==> src/rtl/pan_tompkins_pkg.sv <==
`default_nettype none
// ============================================================================
// pan_tompkins_pkg : shared constants, FSM states and saturation helper
// Rev 1.0
// ============================================================================
package pan_tompkins_pkg;

  localparam int DEFAULT_DATA_WIDTH = 16;
  localparam int HPF_WINDOW         = 32;
  localparam int HPF_DELAY          = 16;
  localparam int HPF_SHIFT          = 5;

  typedef enum logic [0:0] {
    FILL = 1'b0,
    RUN  = 1'b1
  } hpf_state_e;

  // Clamp v into the signed range of a w-bit two's-complement word.
  function automatic longint hpf_saturate(input longint v, input int w);
    longint v_max;
    longint v_min;
    v_max = (longint'(1) <<< (w - 1)) - 1;
    v_min = -(longint'(1) <<< (w - 1));
    if (v > v_max)      return v_max;
    else if (v < v_min) return v_min;
    else                return v;
  endfunction

endpackage
`default_nettype wire

==> src/rtl/sample_delay_line.sv <==
`default_nettype none
// ============================================================================
// sample_delay_line : enable-shifted sample history, all taps on a packed bus
// Rev 1.0
// ============================================================================
module sample_delay_line #(
  parameter int DEPTH = 33,
  parameter int WIDTH = 16
) (
  input  logic                   clk,
  input  logic                   rst,
  input  logic                   i_en,
  input  logic                   i_clr,
  input  logic [WIDTH-1:0]       i_din,
  output logic [DEPTH*WIDTH-1:0] o_taps
);

  logic [DEPTH*WIDTH-1:0] r_taps;

  // Tap k occupies bits [k*WIDTH +: WIDTH]; tap 0 is the newest sample.
  always_ff @(posedge clk or posedge rst) begin
    if (rst) begin
      r_taps <= '0;
    end else if (i_clr) begin
      r_taps <= '0;
    end else if (i_en) begin
      r_taps <= {r_taps[(DEPTH-1)*WIDTH-1:0], i_din};
    end
  end

  assign o_taps = r_taps;

endmodule
`default_nettype wire

==> src/rtl/high_pass_filter.sv <==
`default_nettype none
// ============================================================================
// high_pass_filter : y(n) = x(n-16) - (1/32)*sum x(n-k), k=0..31 (recursive)
// Optional macro HPF_SATURATE_EN clamps the result instead of wrapping it.
// Rev 1.0
// ============================================================================
module high_pass_filter
  import pan_tompkins_pkg::*;
#(
  parameter int DATA_WIDTH = DEFAULT_DATA_WIDTH
) (
  input  logic                         clk,
  input  logic                         rst,
  input  logic                         en,
  input  logic                         clr,
  input  logic signed [DATA_WIDTH-1:0] xin,
  output logic signed [DATA_WIDTH-1:0] yout,
  output logic                         yout_valid,
  output logic                         filled
);

  localparam int TAPS  = HPF_WINDOW + 1;
  localparam int ACC_W = DATA_WIDTH + 6;
  localparam int CNT_W = $clog2(HPF_WINDOW);

  logic [TAPS*DATA_WIDTH-1:0]    w_taps;
  logic                          w_accept;
  logic signed [DATA_WIDTH-1:0]  w_d_delay;
  logic signed [DATA_WIDTH-1:0]  w_d_oldest;
  logic signed [ACC_W-1:0]       w_acc_next;
  logic signed [DATA_WIDTH:0]    w_avg;
  logic signed [DATA_WIDTH:0]    w_r;
  logic signed [DATA_WIDTH-1:0]  w_y;
  logic                          w_unused;

  logic signed [ACC_W-1:0]       r_acc;
  logic [CNT_W-1:0]              r_cnt;
  hpf_state_e                    r_state;
  logic signed [DATA_WIDTH-1:0]  r_yout;
  logic                          r_valid;

  assign w_accept = en & ~clr;

  sample_delay_line #(
    .DEPTH (TAPS),
    .WIDTH (DATA_WIDTH)
  ) u_delay (
    .clk    (clk),
    .rst    (rst),
    .i_en   (w_accept),
    .i_clr  (clr),
    .i_din  (xin),
    .o_taps (w_taps)
  );

  assign w_d_delay  = w_taps[(HPF_DELAY-1)*DATA_WIDTH +: DATA_WIDTH];
  assign w_d_oldest = w_taps[(HPF_WINDOW-1)*DATA_WIDTH +: DATA_WIDTH];

  assign w_acc_next = r_acc + {{(ACC_W-DATA_WIDTH){xin[DATA_WIDTH-1]}}, xin}
                            - {{(ACC_W-DATA_WIDTH){w_d_oldest[DATA_WIDTH-1]}}, w_d_oldest};

  // Dropping the low HPF_SHIFT bits is an arithmetic shift: floor toward -inf.
  assign w_avg = w_acc_next[ACC_W-1:HPF_SHIFT];
  assign w_r   = {w_d_delay[DATA_WIDTH-1], w_d_delay} - w_avg;

`ifdef HPF_SATURATE_EN
  longint w_sat;
  assign w_sat    = hpf_saturate(longint'(w_r), DATA_WIDTH);
  assign w_y      = w_sat[DATA_WIDTH-1:0];
  assign w_unused = ^{w_taps, w_acc_next[HPF_SHIFT-1:0], w_sat[63:DATA_WIDTH]};
`else
  assign w_y      = w_r[DATA_WIDTH-1:0];
  assign w_unused = ^{w_taps, w_acc_next[HPF_SHIFT-1:0], w_r[DATA_WIDTH]};
`endif

  always_ff @(posedge clk or posedge rst) begin
    if (rst) begin
      r_acc   <= '0;
      r_cnt   <= '0;
      r_state <= FILL;
      r_yout  <= '0;
      r_valid <= 1'b0;
    end else if (clr) begin
      r_acc   <= '0;
      r_cnt   <= '0;
      r_state <= FILL;
      r_yout  <= '0;
      r_valid <= 1'b0;
    end else if (w_accept) begin
      r_acc   <= w_acc_next;
      r_yout  <= w_y;
      r_valid <= (r_state == RUN);
      if (r_state == FILL) begin
        if (r_cnt == CNT_W'(HPF_WINDOW - 1)) begin
          r_state <= RUN;
          r_cnt   <= '0;
        end else begin
          r_cnt   <= r_cnt + 1'b1;
        end
      end
    end else begin
      r_valid <= 1'b0;
    end
  end

  assign yout       = r_yout;
  assign yout_valid = r_valid;
  assign filled     = (r_state == RUN);

endmodule
`default_nettype wire

==> config.mk <==
export PLATFORM = sky130hd
export DESIGN_NAME = high_pass_filter
export DESIGN_NICKNAME = d
export VERILOG_FILES = /design/src/rtl/pan_tompkins_pkg.sv /design/src/rtl/sample_delay_line.sv /design/src/rtl/high_pass_filter.sv
export SDC_FILE = /design/constraint.sdc
export NUM_CORES = 1
export LEC_CHECK = 0
export ABC_AREA = 1
export CAP_MARGIN = 10
export CORE_MARGIN = 8
export CORE_UTILIZATION = 39
export DETAILED_ROUTE_END_ITERATION = 8
export GPL_TIMING_DRIVEN = 0
export RECOVER_POWER = 50
export SYNTH_ARGS = -nofsm -noshare
export SYNTH_HDL_FRONTEND = slang
export SYNTH_SLANG_ARGS = --single-unit
==> constraint.sdc <==
create_clock -name clk -period 52.6 [get_ports clk]
set_input_delay 5.26 -clock clk [delete_from_list [all_inputs] [get_ports clk]]
set_output_delay 5.26 -clock clk [all_outputs]
set_load 0.05 [all_outputs]
==> flow_summary.toml <==
[place]
post_dp_cell_area_um2 = 24230
port_buffers = 37
dp_hpwl_mm = 37.91
place_congestion = 0.8886

[worst_setup_path]
endpoint_kind = "asynchronous set/reset pin"
critical_path_class = "primary input to asynchronous set/reset pin"
critical_path.max_fanout = 128
cp-start-kind = "primary input"
required_ns = 51.68
critPathArrivalTime_ns = 12.71

[clock_tree]
clkSinkCount = 556
cts_root_buffer = "clkbuf_16"
clk_latency_ns = 0.60
cts_tree = "yes"
post_cts_resized = 0
ctsHoldBuffers = 0
clk_pin_slew_ns = 0.06
htreeDepth = 2
clock_path_buffers = 3
post_cts_buffers = 0
cts_buffers = 56

[drt]
dr_total_vias = 15610
vias_per_cell = 4.948
drc = 0
routedWlPerCell_um = 16.33
wirelength_mm = 51.54
drt_iter0_drc = 927
drtPass1Iterations = 5
final_antenna_net_count = 0

[floorplanning]
core_um2 = 57700
initial_core_util_pct = 39.50
die_w_um = 257.7
placementRows = 88
die_y_um = 257.7
dieArea_um2 = 66420
ios = 38

[synthesis]
synth.cell_area_um2 = 22790
yosys_warnings = 0
seq_area_frac_synth_pct = 61.06
yosys-top-cells-area = "dfrtp_1 (61%), o22ai_1 (14%), inv_1 (10%), nand2_1 (2.5%), ha_1 (2.1%)"
syn_nets = 2329
synth_cells = 2249
synth_flop_cell = "dfrtp_1"
synth_edf_count = 0
ys_types = 40
yosysMostFrequentCell = "inv_1"
yosys_register_bits = 556
yosys.area.top_type = "dfrtp_1"
postSynthAreaPerCell_um2 = 10.13
ys_top_cells_by_count = "inv_1 (627), dfrtp_1 (556), o22ai_1 (508)"
yosys.area.top_type_share_pct = 61.06
async_flop_share_pct = 100.0

[outcome]
violations = "max-capacitance violations, max-slew violations"
outcome = "finished with violations"

[sta]
whs_ns = 0.4868
final-setup-viol-count = 0
fin_setup_tns_ns = 0
slew_viol_final = 430
hold_viol = 0
slew_headroom_pct = -338.0
fin_skew_ns = 0.01086
fmax_ghz = 0.07336
tightest_slew_ns = 6.570
rsz0062_at_grt = "no"
final.min_clock_period_ns = 13.63
period_share_pct = 25.91

[global_route]
grt_pass1_vias = 16340
grt_start_max_net_pins = 134
grt_pass1_wl_mm = 85.22
grt-ovfl-total = 0
track_usage_pct = 15.52
antenna_found_initial = 0

[pwr]
max-vdd-ir-drop_v = 0.00003144
power_density_nw_per_um2 = 42.59
leakage_nw = 11.58

[finish]
drive_above_1_share_pct = 7.911
fillerInstances = 5472
layout.nets = 2428
stdcell_area_um2 = 26080
areaGrowthSynthToFinish_pct = 14.45

[run]
cap_violations = 4

[worst_hold_path]
min_path_type = "flip-flop to flip-flop"
-- worst paths after layout --
kind                           start             endpoint  slack [ns]  depth (start not counted)
min                        r_acc[16]            r_acc[16]        0.49                          2
max reg2reg                 r_acc[0]             yout[14]       48.52                         21
max                              rst  u_delay.o_taps[165]       38.97                          3
min in group asynchronous        rst  u_delay.o_taps[470]        6.19                          2
max in group clk              xin[2]             yout[14]       43.81                         18
min reg2reg                r_acc[16]            r_acc[16]        0.49                          2
-- layout make-up --
class                           count  area (µm²)  area share [%]
Inverter                          636        2389           9.159
Clock inverter                     14       260.3          0.9979
Sequential cell                   556       13910           53.35
Antenna cell                        1       2.502        0.009596
Timing Repair Buffer               41       409.1           1.569
Multi-Input combinational cell    937        5936           22.76
Clock buffer                       85        1692           6.487
Tap cell                          765       957.2           3.670
Buffer                            120       520.5           1.996
-- worst max-delay path: stages --
cell and delay [ns]:
dlygate4sd3_1 0.55, clkinvlp_2 2.01, clkbuf_1 4.62
-- logic make-up after synthesis --
kind of cell | synth area share (%)
compound gates | 16.70
xor+xnor | 0.4997
fa+ha+maj | 3.986
buf+inv | 12.88
flops | 61.06
simple gates | 4.876
-- layout by cell type, fill, tap and decap left out, drive strengths merged --
master | synthesis | routed
nand3 | 29 | 29
o21ai | 59 | 59
o21bai | 6 | 6
o22ai | 509 | 509
nor2 | 44 | 44
fa | 21 | 21
nand3b | 3 | 3
inv | 636 | 637
clkinvlp | 0 | 3
o31ai | 1 | 1
dlygate4sd3 | 0 | 2
and2 | 2 | 2
a32o | 3 | 3
clkinv | 0 | 3
a21o | 1 | 1
xor2 | 4 | 4
diode | 0 | 1
bufinv | 0 | 7
clkbuf | 40 | 145
nand2 | 157 | 157
a21boi | 1 | 1
clkdlybuf4s50 | 0 | 35
buf | 80 | 64
nand4 | 7 | 7
a21oi | 33 | 33
dfrtp | 556 | 556
ha | 39 | 39
nor3 | 5 | 5
or2 | 4 | 4
xnor2 | 9 | 9
-- per-stage QoR --
stage	setup WS (ns)	instances	total power, mW	util [%]
after detailed placement	43.25	3055	0.6999	42.00
after global routing	37.12	3154	1.165	45.20
after floorplan	31.79	2249	0.6277	-
final	38.97	3155	1.111	45.20
after CTS	43.87	3154	1.121	45.38
after global placement	26.26	3051	0.6960	41.80
-- registers in the layout, summed over array words and instances (netlist names) --
register	flops
u_delay.o_taps	512
yout_valid	1
r_acc	21
filled	1
yout	16
r_cnt	5
-- where the power goes --
group	internal (mW)	leakage, nW	switching (mW)
Clock	0.255	0.953	0.162
Combinational	0.0783	2.89	0.167
Sequential	0.439	7.73	0.00885
Total	0.772	11.6	0.338
-- per-layer routing --
layer | up-vias | global-route usage (%) | wire (µm)
li1 | 7539 | - | -
met1 | 7786 | 20.78 | 24010
met2 | 209 | 26.15 | 24680
met3 | 78 | 2.584 | 1719
met4 | 0 | 3.906 | 1128
met5 | - | 0 | 0
Power figures use the tool's default switching activity.
